## src/rtl/shift_rotate_pkg.sv

```systemverilog
// -----------------------------------------------------------------------------
// shift_rotate_pkg
//
// Shared definitions for the parametrised shift/rotate register:
//   - operation mode encodings (2-bit `mode` port values)
//   - FSM state type for the top-level controller
// -----------------------------------------------------------------------------
package shift_rotate_pkg;

    // Operation select values as presented on the mode port.
    localparam logic [1:0] MODE_ROR = 2'b00;  // rotate right
    localparam logic [1:0] MODE_ROL = 2'b01;  // rotate left
    localparam logic [1:0] MODE_ASR = 2'b10;  // arithmetic shift right
    localparam logic [1:0] MODE_LSL = 2'b11;  // logical shift left

    // Controller states.
    typedef enum logic [0:0] {
        ST_IDLE  = 1'b0,
        ST_SHIFT = 1'b1
    } state_t;

endpackage : shift_rotate_pkg

```

## src/rtl/shift_step_unit.sv

```systemverilog
// -----------------------------------------------------------------------------
// shift_step_unit
//
// Purely combinational single-position step of the shift/rotate register.
// Given the current word and a mode, produces the word after one step and,
// when SHIFT_ROTATE_CARRY_EN is defined, the bit that leaves the word.
//
// Configuration macro: SHIFT_ROTATE_CARRY_EN (adds bit_out_o).
//
// Ports:
//   q_i        in  WIDTH  current register contents
//   mode_i     in  2      ROR / ROL / ASR / LSL select
//   next_q_o   out WIDTH  contents after one step
//   bit_out_o  out 1      bit shifted out of the word (carry build only)
// -----------------------------------------------------------------------------
module shift_step_unit
    import shift_rotate_pkg::*;
#(
    parameter int unsigned WIDTH = 8
) (
    input  logic [WIDTH-1:0] q_i,
    input  logic [1:0]       mode_i,
    output logic [WIDTH-1:0] next_q_o
`ifdef SHIFT_ROTATE_CARRY_EN
    ,
    output logic             bit_out_o
`endif
);

    always_comb begin
        next_q_o = q_i;
        unique case (mode_i)
            MODE_ROR: next_q_o = {q_i[0], q_i[WIDTH-1:1]};
            MODE_ROL: next_q_o = {q_i[WIDTH-2:0], q_i[WIDTH-1]};
            MODE_ASR: next_q_o = {q_i[WIDTH-1], q_i[WIDTH-1:1]};
            MODE_LSL: next_q_o = {q_i[WIDTH-2:0], 1'b0};
            default:  next_q_o = q_i;
        endcase
    end

`ifdef SHIFT_ROTATE_CARRY_EN
    // Right-moving modes drop the LSB, left-moving modes drop the MSB.
    always_comb begin
        bit_out_o = q_i[0];
        if ((mode_i == MODE_ROL) || (mode_i == MODE_LSL)) begin
            bit_out_o = q_i[WIDTH-1];
        end
    end
`endif

endmodule : shift_step_unit

```

## src/rtl/param_shift_rotate_reg.sv

```systemverilog
// -----------------------------------------------------------------------------
// param_shift_rotate_reg
//
// WIDTH-bit register with synchronous parallel load and a multi-step
// shift/rotate engine that moves one bit position per clock. An operation is
// launched with start (amount steps of the selected mode); busy is high while
// stepping and done pulses for one cycle when the result is in q.
//
// Configuration macro: SHIFT_ROTATE_CARRY_EN
//   defined   -> carry_out port holds the last bit shifted out of the word
//   undefined -> no carry_out port, no carry logic
//
// Ports:
//   clk        in  1      system clock, rising edge
//   resetn     in  1      asynchronous active-low reset
//   load       in  1      parallel load request (IDLE only, beats start)
//   data_in    in  WIDTH  parallel load data
//   start      in  1      launch an operation (IDLE only)
//   mode       in  2      00 ROR, 01 ROL, 10 ASR, 11 LSL
//   amount     in  AW     step count 0..WIDTH, larger values clamp to WIDTH
//   q          out WIDTH  register contents
//   busy       out 1      high while stepping
//   done       out 1      one-cycle completion pulse
//   carry_out  out 1      last bit shifted out (carry build only)
// -----------------------------------------------------------------------------
module param_shift_rotate_reg
    import shift_rotate_pkg::*;
#(
    parameter int unsigned WIDTH = 8,
    parameter int unsigned AW    = $clog2(WIDTH) + 1
) (
    input  logic             clk,
    input  logic             resetn,
    input  logic             load,
    input  logic [WIDTH-1:0] data_in,
    input  logic             start,
    input  logic [1:0]       mode,
    input  logic [AW-1:0]    amount,
    output logic [WIDTH-1:0] q,
    output logic             busy,
    output logic             done
`ifdef SHIFT_ROTATE_CARRY_EN
    ,
    output logic             carry_out
`endif
);

    localparam logic [AW-1:0] AMT_MAX = AW'(WIDTH);
    localparam logic [AW-1:0] AMT_ONE = AW'(1);

    state_t           state_q;
    logic [WIDTH-1:0] data_q;
    logic [AW-1:0]    cnt_q;
    logic [1:0]       mode_q;
    logic             busy_q;
    logic             done_q;

    logic [AW-1:0]    amount_d;
    logic [WIDTH-1:0] data_d;

`ifdef SHIFT_ROTATE_CARRY_EN
    logic             carry_q;
    logic             carry_d;
`endif

    // Requests beyond WIDTH steps saturate; WIDTH steps already reach the
    // fixed point of every mode (rotate = identity, shifts = fill).
    always_comb begin
        amount_d = amount;
        if (amount > AMT_MAX) begin
            amount_d = AMT_MAX;
        end
    end

    // Step datapath operates on the latched mode so mid-operation changes on
    // the mode port cannot affect the running operation.
    shift_step_unit #(
        .WIDTH (WIDTH)
    ) u_step (
        .q_i       (data_q),
        .mode_i    (mode_q),
        .next_q_o  (data_d)
`ifdef SHIFT_ROTATE_CARRY_EN
        ,
        .bit_out_o (carry_d)
`endif
    );

    always_ff @(posedge clk or negedge resetn) begin
        if (!resetn) begin
            state_q <= ST_IDLE;
            data_q  <= '0;
            cnt_q   <= '0;
            mode_q  <= MODE_ROR;
            busy_q  <= 1'b0;
            done_q  <= 1'b0;
`ifdef SHIFT_ROTATE_CARRY_EN
            carry_q <= 1'b0;
`endif
        end else begin
            unique case (state_q)
                ST_IDLE: begin
                    done_q <= 1'b0;
                    if (load) begin
                        data_q  <= data_in;
`ifdef SHIFT_ROTATE_CARRY_EN
                        carry_q <= 1'b0;
`endif
                    end else if (start) begin
                        if (amount == '0) begin
                            // Zero-length operation completes without SHIFT.
                            done_q <= 1'b1;
                        end else begin
                            mode_q  <= mode;
                            cnt_q   <= amount_d;
                            busy_q  <= 1'b1;
                            state_q <= ST_SHIFT;
                        end
                    end
                end

                ST_SHIFT: begin
                    data_q <= data_d;
`ifdef SHIFT_ROTATE_CARRY_EN
                    carry_q <= carry_d;
`endif
                    cnt_q  <= cnt_q - AMT_ONE;
                    if (cnt_q == AMT_ONE) begin
                        busy_q  <= 1'b0;
                        done_q  <= 1'b1;
                        state_q <= ST_IDLE;
                    end
                end

                default: begin
                    busy_q  <= 1'b0;
                    done_q  <= 1'b0;
                    state_q <= ST_IDLE;
                end
            endcase
        end
    end

    assign q    = data_q;
    assign busy = busy_q;
    assign done = done_q;
`ifdef SHIFT_ROTATE_CARRY_EN
    assign carry_out = carry_q;
`endif

endmodule : param_shift_rotate_reg

```

## config.mk

```make
export PLATFORM = sky130hd
export DESIGN_NAME = param_shift_rotate_reg
export DESIGN_NICKNAME = d
export VERILOG_FILES = /design/src/rtl/shift_rotate_pkg.sv /design/src/rtl/shift_step_unit.sv /design/src/rtl/param_shift_rotate_reg.sv
export SDC_FILE = /design/constraint.sdc
export NUM_CORES = 1
export LEC_CHECK = 0
export ABC_AREA = 1
export BUFFER_PORTS_ARGS = -buffer_cell sky130_fd_sc_hd__buf_2
export CAP_MARGIN = 20
export CORE_UTILIZATION = 53
export CTS_BUF_LIST = sky130_fd_sc_hd__clkbuf_8
export DETAILED_ROUTE_END_ITERATION = 10
export PLACE_DENSITY = 0.81
export SLEW_MARGIN = 30
export SYNTH_ARGS = -nofsm -noshare
export SYNTH_HDL_FRONTEND = slang
export SYNTH_SLANG_ARGS = --single-unit
```

## constraint.sdc

```tcl
create_clock -name clk -period 1.2 [get_ports clk]
set_clock_uncertainty 0.1 [all_clocks]
set_input_delay 0.24 -clock clk [delete_from_list [all_inputs] [get_ports clk]]
set_output_delay 0.24 -clock clk [all_outputs]
set_load 0.05 [all_outputs]
```

==> results.md, run 1 <==
* Outcome: completed
* Setup crit start kind: flop
* Number of flops mapped to enable cells by yosys at 0
* Final TNS setup at 0 ps
* Crit end category: output port
* Slowest stage delay, CP at 420 ps
* Setup WS pre-CTS at -22.1 ps
* DP HPWL at 1710 um
* Port buffer count at 27
* Share of synthesized registers carrying an async set or reset at 100%
* Synth top area share at 43.0%
* Via density at 5.16
* Relative slew margins at 74.6%
* Wire length of the first global-routing pass at 3750 um
* PnR worst setup slack at 7.50 ps
* CTS clk-pin slew, worst paths at 60 ps
* Sequential area share after synthesis at 43.0%
* Clock share of power at 10.4%
* Site row count at 15
* Initial antenna violation count at 0
* Count of max-cap constraint violations at 0
* Starting density of the core at 56.7%
* RSZ-0062 raised after global routing: yes
* Reg area at 425 um2
* DIE HEIGHT at 45.2 um
* All-Layer GR Usage at 26.1%
* Post-route ant nets at 0
* Nets at 182
* Synth top area cells: dfrtp_1, nand2_1, nand3_1, o211ai_1, inv_1
* Leading area contributor after synthesis: dfrtp_1
* Final Cycle Share at 99.4%
* Sw Pwr at 2020 uW
* Most numerous cell in the Yosys netlist: nand2_1
* Multi-input logic area at 465 um2
* Synth unique cells at 21
* Synthesized area at 990 um2
* Final wirelength at 2380 um
* Antenna fix cells at 0
* CP bufs+invs at 1
* CP required at 860 ps
* Hold slack final at 114 ps
* Critical path arrival at 850 ps
* Worst path cell trace: buf_6
* Final Max Slew Viols at 0
* Total gr overflow at 0
* Post-Synth Adder-Cell Area at 2.53%
* Area of the die at 2040 um2
* Worst vdd ir at 2070 uV
* Power Density at 3110 nW/um2
* CTS Sinks at 17
* Clk buf depth at 2
* Internal power at 2060 uW
* Final setup viols at 0
* Synth top cells by count: nand2_1, nand3_1, dfrtp_1, inv_1, o211ai_1
* Via count at 960
* HP Class: input port to flop
* Vias in the first global route at 890
* Largest net degree at the start of global routing at 18
* DR iter-0 viols at 36
* Post-synthesis mux area share at 0%
* Wire length per cell at 12.8 um
* Pleak at 0.000669 uW
* Fin. Hold Viols at 0
* Worst-Margin Slew at 382 ps
* Core area at 1750 um2
* Sw Share at 49.5%
* CTS tree: done
* Root buffer cell: clkbuf_8
* #FFs+latches synth at 17
* Post-synthesis compound-gate area fraction at 16.2%
* Final Power at 4080 uW
* Ys Warns at 0
* Critical path class: flop to output port
* Routability cong. at 0.931
* FILL cells at 121
* Maximum clock frequency at 839 MHz
* Post-synthesis xor/xnor area fraction at 0%
* Drt first pass iters at 4
* Delay-heaviest family, CP: flip-flops
* DRC Markers at 0
* Ys flop type: dfrtp_1
* Share of cells above drive strength 1 at 29.8%
* Clock Latency Late Sink at 250 ps
* Syn avg cell area at 7.85 um2
* Critical Path Slowest Stage Cell: dfrtp_1
* Largest family of logic cells by synthesized area: simple AND/OR/NAND/NOR gates
* Combinational Power Share at 61.4%
* Cell count after synthesis at 126
* Worst Path Max Fanout at 3
* Post-Syn Nets at 146
* Min cycle time layout at 1190 ps
* I/O Pins at 28
* H-tree Lvls at 1
* Post-Synth Simple-Gate Area at 27.2%
* TritonCTS buffer count at 3
* Reg power frac at 28.2%
* Die width at 45.2 um
* Area growth, synth to finish at 32.4%
registers in the layout, summed over array words and instances (netlist names):
register / flops
state_q: 1
mode_q: 2
cnt_q: 4
busy: 1
done: 1
q: 8
cells in the final DEF, fill, tap and decap left out, types with 3 or more instances in the layout:
| master | netlist | final |
|---|---|---|
| buf_2 | 1 | 17 |
| buf_4 | 3 | 9 |
| buf_6 | 1 | 7 |
| clkbuf_8 | 0 | 3 |
| dfrtp_1 | 17 | 17 |
| inv_1 | 17 | 17 |
| nand2_1 | 27 | 25 |
| nand3_1 | 19 | 19 |
| nor2_1 | 8 | 7 |
| o211ai_1 | 10 | 10 |
| o21ai_1 | 8 | 7 |
cell type report:
| class | count | area share [%] |
|---|---|---|
| multi-input combinational | 85 | 35.5 |
| sequential | 17 | 32.5 |
| clock buffer | 3 | 3.15 |
| timing repair buffer | 36 | 20.5 |
| inverter | 19 | 5.64 |
| tap | 25 | 2.39 |
| clock inverter | 1 | 0.287 |
final timing paths:
kind	start	end	slack [ps]	cells after the start
min in group asynchronous	resetn	q[6]	350	2
max in group asynchronous	resetn	state_q	380	2
max	q[0]	q[0]	7	1
max reg2reg	mode_q[0]	q[3]	20	3
min reg2reg	busy	busy	410	2
min	mode[0]	mode_q[0]	110	3
power groups by stage:
| stage | combinational (uW) | sequential [uW] | clock, uW |
|---|---|---|---|
| finish | 2500 | 1150 | 424 |
| global route | 2720 | 1180 | 462 |
| CTS | 2340 | 1140 | 437 |
| detailed placement | 2190 | 1120 | 0 |
| global placement | 2150 | 1120 | 0 |
| floorplan | 1050 | 1690 | 0 |
per-stage QoR:
stage	std cells	instance area, um2	util, %
floorplan	126	990	-
global placement	179	1170	67.3
detailed placement	179	1170	67.3
CTS	184	1270	72.9
global route	186	1310	75.1
finish	186	1310	75.1
kinds of logic after synthesis:
family / count (synthesis)
fa+ha+maj: 2
buf+inv: 24
flops: 17
simple gates: 58
compound gates: 25
metal layers:
layer / GRT usage, % / up-vias / routed length, um
met5: 0 / - / 0
met4: 14.5 / 0 / 36
met3: 4.80 / 4 / 95
met2: 41.4 / 37 / 1160
met1: 33.3 / 426 / 1090
li1: - / 493 / -
worst min-delay path: cells and delay by family:
family	cells	cell delay, ps
AOI/OAI and AO/OA	1	60
buffers and inverters	2	130
repair_timing:
action,CTS,global route
pin swaps,0,2
endpoints found under the setup margin,10,13
resized for setup,15,8
hold buffers,1,0
setup buffers,0,2
endpoints found under the hold margin,17,0
No activity file was read; power rests on OpenSTA's default activity.
==> run 2: changes to the inputs <==
Settings changed: SETUP_SLACK_MARGIN set to 0.5.
==> results.md, run 2 (synthesis gave the netlist of run 1 again) <==
* Outcome: finished with violations
* Violated checks: hold timing, setup timing
* Pleak at 0.000786 uW (+17%)
* Worst vdd ir at 2680 uV (+29%)
* Site row count at 15 (unchanged)
* HP Class: input port to asynchronous set/reset pin
* Core area at 1750 um2 (unchanged)
* I/O Pins at 28 (unchanged)
* Total gr overflow at 0 (unchanged)
* Wire length per cell at 21.3 um (+67%)
* Fin. Hold Viols at 17 (+17)
* Final instance area at 1640 um2 (+26%)
* Final TNS setup at -114 ps (-114 ps)
* Delay-heaviest family, CP: flip-flops
* Root buffer cell: clkbuf_8
* Starting density of the core at 56.7% (unchanged)
* Final Cycle Share at 104% (+4.7 points)
* CTS tree: done
* Worst-Margin Slew at 416 ps (+34.1 ps)
* Clock Latency Late Sink at 260 ps (about the same)
* Drt first pass iters at 8 (+4)
* Final wirelength at 4310 um (+82%)
* Multi-input logic area at 563 um2 (+21%)
* Largest net degree at the start of global routing at 18 (unchanged)
* DR iter-0 viols at 92 (+160%)
* Port buffer count at 27 (unchanged)
* Power Density at 3460 nW/um2 (+11%)
* Min cycle time layout at 1250 ps (+56.4 ps)
* Nets at 198 (+8.8%)
* All-Layer GR Usage at 36.4% (+10 points)
* Critical path class: flop to flop
* Count of max-cap constraint violations at 0 (unchanged)
* Via count at 1267 (+32%)
* Worst path cell trace: inv_4 > buf_12 > nand3_4 > nand3_1 > nand2_1
* Hold slack final at -197 ps (-310 ps)
* Via density at 6.27 (+22%)
* Area growth, synth to finish at 66.1%
* DP HPWL at 1800 um (+5.0%)
* Worst Path Max Fanout at 7 (+4)
* Post-route ant nets at 0 (unchanged)
* FILL cells at 55 (-55%)
* Relative slew margins at 72.3% (-2.3 points)
* Setup WS pre-CTS at 17.9 ps (+40.0 ps)
* Initial antenna violation count at 0 (unchanged)
* Clk buf depth at 2 (unchanged)
* Share of cells above drive strength 1 at 54.8% (+25 points)
* Area post-placement at 1230 um2 (+4.9%)
* Maximum clock frequency at 801 MHz (-4.5%)
* CP bufs+invs at 2 (+1)
* DRC Markers at 0 (unchanged)
* Area of the die at 2040 um2 (unchanged)
* H-tree Lvls at 1 (unchanged)
* Most frequent cells in the layout: nand2_1, nand3_1, buf_2, buf_4, dfrtp_2
* Critical path arrival at 1300 ps (+450 ps)
* RSZ-0062 raised after global routing: yes
* DIE HEIGHT at 45.2 um (unchanged)
* Final setup viols at 4 (+4)
* Routability cong. at 0.888 (-4.6%)
* Antenna fix cells at 0 (unchanged)
* Final Max Slew Viols at 0 (unchanged)
* Setup crit start kind: flop
* Max reg flops at 8 (unchanged)
* Die width at 45.2 um (unchanged)
* Slowest stage delay, CP at 430 ps (about the same)
* TritonCTS buffer count at 3 (unchanged)
* Commonest non-fill, non-tap cell in the layout: nand2_1
* Vias in the first global route at 1031 (+16%)
* Crit end category: flop
* Critical Path Slowest Stage Cell: dfrtp_1
* PnR worst setup slack at -48.9 ps (-56.4 ps)
* CTS Sinks at 17 (unchanged)
* Reg area at 440 um2 (+3.5%)
* CTS clk-pin slew, worst paths at 70 ps (about the same)
* CP required at 1250 ps (+390 ps)
* Wire length of the first global-routing pass at 5010 um (+34%)
[run 2: cell count changes in the layout (fill, tap and decap cells not counted), moves of 2 or more]
cell     change
inv_1        -7
ha_4         +2
nor2_1       -3
nor2_4       +4
o21ai_2      +3
nand2_4      +2
nand2_1      -3
ha_1         -2
dfrtp_2     +12
o21ai_1      -3
inv_2        +6
dfrtp_1     -12
buf_8        +7
buf_4        +8
[run 2: final timing paths]
check	from	end	slack (ps)	depth (start not counted)
max in group asynchronous	resetn	q[3]	880	1
min	resetn	cnt_q[2]	-200	1
max	state_q	cnt_q[2]	-50	5
min reg2reg	mode_q[1]	mode_q[1]	470	2
min in group clk	mode[1]	mode_q[1]	110	3
max reg2reg	state_q	cnt_q[2]	-50	5
[run 2: routing by layer]
layer	share of wire, %	track usage [%]	wire (um)
met3	12	9.60	519
met5	0	0	0
met4	4.5	16.4	193
met1	35	47.2	1520
met2	48	56.8	2080
[run 2: timing repair]
item                       CTS  global route
buffers inserted            14             2
hold endpoints to repair    17            17
resized for setup           40            17
gates cloned                 1             1
pin swaps                    9             9
setup endpoints to repair   27            27
[run 2: through the flow]
| step | power [uW] | cells | util [%] |
|---|---|---|---|
| after detailed placement | 3510 | 180 | 70.6 |
| final | 5690 | 202 | 94.2 |
| after global placement | 3410 | 180 | 70.6 |
| after global routing | 5900 | 202 | 94.2 |
| after CTS | 4860 | 199 | 88.4 |
| after floorplan | 2850 | 126 | - |
[run 2: report_power, final]
group	internal (uW)	total, uW	switching (uW)
Combinational	1770	3960	2200
Sequential	910	1270	363
Clock	231	455	223
[run 2: area by class of cell]
type | count | area share, %
Clock buffer | 3 | 2.51
Tap cell | 25 | 1.90
Timing Repair Buffer | 52 | 29.8
Multi-Input combinational cell | 85 | 34.2
Inverter | 19 | 4.49
Clock inverter | 1 | 0.304
Sequential cell | 17 | 26.8
==> run 3: changes to the inputs <==
Settings changed: BUFFER_PORTS_ARGS -buffer_cell sky130_fd_sc_hd__buf_2 to -buffer_cell sky130_fd_sc_hd__clkbuf_2.
==> results.md, run 3 <==
* Number of flops mapped to enable cells by yosys at 0 (unchanged)
* H-tree Lvls at 1 (unchanged)
* Stop Error: [ERROR DPL-0038] Utilization greater than 100%, impossible to legalize
* Port buffer count at 27 (unchanged)
* Sequential area share after synthesis at 43.0% (unchanged)
* Ys Warns at 0 (unchanged)
* Most numerous cell in the Yosys netlist: nand2_1
* DIE HEIGHT at 45.2 um (unchanged)
* Worst ep type: register input
* Clk buf depth at 2 (unchanged)
* Synth top area share at 43.0% (unchanged)
* Outcome: aborted with a tool error
* Last stage: global routing (5_1_grt)
* Synth top area cells: dfrtp_1, nand2_1, nand3_1, o211ai_1, inv_1
* CTS Sinks at 17 (unchanged)
* Root buffer cell: clkbuf_8
* Post-Syn Nets at 146 (unchanged)
* Syn avg cell area at 7.85 um2 (unchanged)
* Cell count after synthesis at 126 (unchanged)
* Leading area contributor after synthesis: dfrtp_1
* Die width at 45.2 um (unchanged)
* Ys flop type: dfrtp_1
* GR repair worst EP: cnt_q[1]$_DFFE_PN0P_/D
* TritonCTS buffer count at 3 (unchanged)
* I/O Pins at 28 (unchanged)
* Largest net degree at the start of global routing at 18
* Synthesized area at 990 um2 (unchanged)
* Routability cong. at 0.896 (+0.96%)
* DP HPWL at 1740 um (-3.4%)
* Post-Place Cells at 179 (-0.56%)
* #FFs+latches synth at 17 (unchanged)
* Site row count at 15 (unchanged)
* Share of synthesized registers carrying an async set or reset at 100% (unchanged)
* Synth unique cells at 21 (unchanged)
* Synth top cells by count: nand2_1, nand3_1, dfrtp_1, inv_1, o211ai_1
* Starting density of the core at 56.7% (unchanged)
## run 3: cell counts after synthesis
Identical to the previous run, type by type.
## run 3: logic make-up after synthesis
| family | Yosys count | share of synthesized area, % |
|---|---|---|
| AND/OR/NAND/NOR | 58 | 27.2 |
| flip-flops | 17 | 43.0 |
| adder cells (fa/ha/maj) | 2 | 2.53 |
| buffers and inverters | 24 | 11.1 |
| AO/OA/AOI/OAI | 25 | 16.2 |
## run 3: metrics by stage
stage	utilization (%)	setup slack, ps	cell area (um2)	hold WS, ps
3_3_place_gp	70.2	49.3	1220	91.1
3_5_place_dp	70.2	5.31	1220	93.6
2_1_floorplan	-	159	1030	-156
4_1_cts	94.2	12.8	1640	-177
## run 3: timing repair
action	4_1_cts
gates cloned	1
hold endpoints to repair	17
endpoints found under the setup margin	27
pin swaps	17
gates resized for setup	52
buffers inserted	15
==> run 4: changes to the inputs <==
Settings changed: CORE_AREA set to 2 2 63 65, CORE_UTILIZATION 53 to unset, CTS_BUF_LIST sky130_fd_sc_hd__clkbuf_8 to unset, DIE_AREA set to 0 0 65 67, PLACE_DENSITY 0.81 to unset, PLACE_DENSITY_LB_ADDON set to 0.15, SETUP_SLACK_MARGIN 0.5 to unset.
==> results.md, run 4 (synthesis gave the netlist of run 1 again) <==
* Outcome: completed
* Final wirelength at 2590 um
* Final Util at 39.7%
* Worst vdd ir at 1120 uV
* Final Cycle Share at 97.7%
* Wire length per cell at 11.8 um
* Initial antenna violation count at 0
* DR iter-0 viols at 32
* I/O Pins at 28 (unchanged)
* Pleak at 0.000723 uW
* Critical Path Slowest Stage Cell: dfrtp_1
* Via count at 1017
* H-tree Lvls at 1 (unchanged)
* TritonCTS buffer count at 3 (unchanged)
* Root buffer cell: clkbuf_8
* FF-to-FF End: q[7]
* Critical path class: flop to output port
* Vias in the first global route at 958
* Relative slew margins at 70.6%
* Share of cells above drive strength 1 at 35.5%
* Starting density of the core at 27.4% (-29 points)
* Critical path arrival at 830 ps
* Wire length of the first global-routing pass at 4240 um
* All-Layer GR Usage at 13.0%
* DP HPWL at 1930 um (+11%)
* Routability cong. at 0.928 (+3.6%)
* Core area at 3610 um2
* Worst-Margin Slew at 441 ps
* Slowest stage delay, CP at 420 ps
* Antenna fix cells at 0
* FF-to-FF Start: state_q
* Maximum clock frequency at 853 MHz
* Max reg flops at 8
* HP Class: input port to flop
* FF-to-FF path depth at 5
* Area growth, synth to finish at 44.6%
* Commonest non-fill, non-tap cell in the layout: nand2_1
* Critical path endpoint: q[7]
* Setup crit start kind: flop
* CTS tree: done
* Area of the die at 4360 um2
* Nets at 193
* Worst path cell trace: buf_8
* Drt first pass iters at 4
* Largest net degree at the start of global routing at 18
* Min cycle time layout at 1170 ps
* Via density at 4.62
* Most frequent cells in the layout: nand2_1, buf_4, nand3_1, dfrtp_1, clkbuf_2
* Final Max Slew Viols at 0
* R2R Setup Slk at 80 ps
* CP bufs+invs at 1
* Final setup viols at 0
* Final TNS setup at 0 ps
* Clk buf depth at 2 (unchanged)
* Clock Latency Late Sink at 250 ps
* Crit path depth at 1
* DIE HEIGHT at 67 um (+48%)
* Crit end category: output port
* CP required at 860 ps
* DRC Markers at 0
* Post-route ant nets at 0
* Critical Path Start: q[7]
* Worst Path Max Fanout at 2
* Delay-heaviest family, CP: flip-flops
* Count of max-cap constraint violations at 0
* Total gr overflow at 0
* Site row count at 22 (+7)
* Port buffer count at 27 (unchanged)
* CTS Sinks at 17 (unchanged)
* Power Density at 3010 nW/um2
* CTS clk-pin slew, worst paths at 70 ps
* Die width at 65 um (+44%)
* RSZ-0062 raised after global routing: yes
* Fin. Hold Viols at 0
[run 4: through the flow]
step	cell area, um2	total power [uW]	setup WS (ps)	cells	hold WS [ps]
floorplan	990	2740	29.5	126	-156
CTS	1360	4070	3.90	213	99.4
global placement	1210	3310	55.0	205	107
detailed placement	1210	3320	53.1	205	113
finish	1430	4310	28.0	220	103
global route	1430	4650	-2.29	220	113
[run 4: area by class of cell]
type / count / area (um2)
Sequential cell: 17 / 425
Fill cell: 385 / 2170
Multi-Input combinational cell: 85 / 467
Clock buffer: 4 / 45.0
Inverter: 19 / 71.3
Tap cell: 48 / 60.1
Timing Repair Buffer: 47 / 363
[run 4: timing repair]
| action | 4_1_cts | 5_1_grt |
|---|---|---|
| endpoints found under the setup margin | 10 | 18 |
| pin swaps | 0 | 3 |
| hold endpoints to repair | 17 | 0 |
| hold buffers | 1 | 0 |
| gates resized for setup | 17 | 13 |
| setup buffers | 3 | 7 |
[run 4: worst min-delay path by stage]
| stage | start | to | slack [ps] | cells past startpoint |
|---|---|---|---|---|
| 2_1_floorplan | resetn | busy | -160 | 0 |
| 3_3_place_gp | resetn | q[1] | 110 | 1 |
| 3_5_place_dp | resetn | q[2] | 110 | 1 |
| 4_1_cts | mode[0] | mode_q[0] | 100 | 3 |
| 5_1_grt | mode[0] | mode_q[0] | 110 | 3 |
| 6_report | mode[0] | mode_q[0] | 100 | 3 |
[run 4: routing by layer]
metal / track usage, % / vias up / share of wire (%)
met5: 0 / - / 0
met2: 22.7 / 31 / 48
li1: - / 515 / -
met4: 6.91 / 0 / 1.8
met3: 2.87 / 6 / 6.2
met1: 14.9 / 465 / 44
[run 4: report_power, final]
group          internal (uW)  switching (uW)  total [uW]
Clock                    236             205         441
Combinational           1170            1590        2760
Sequential               870             239        1110
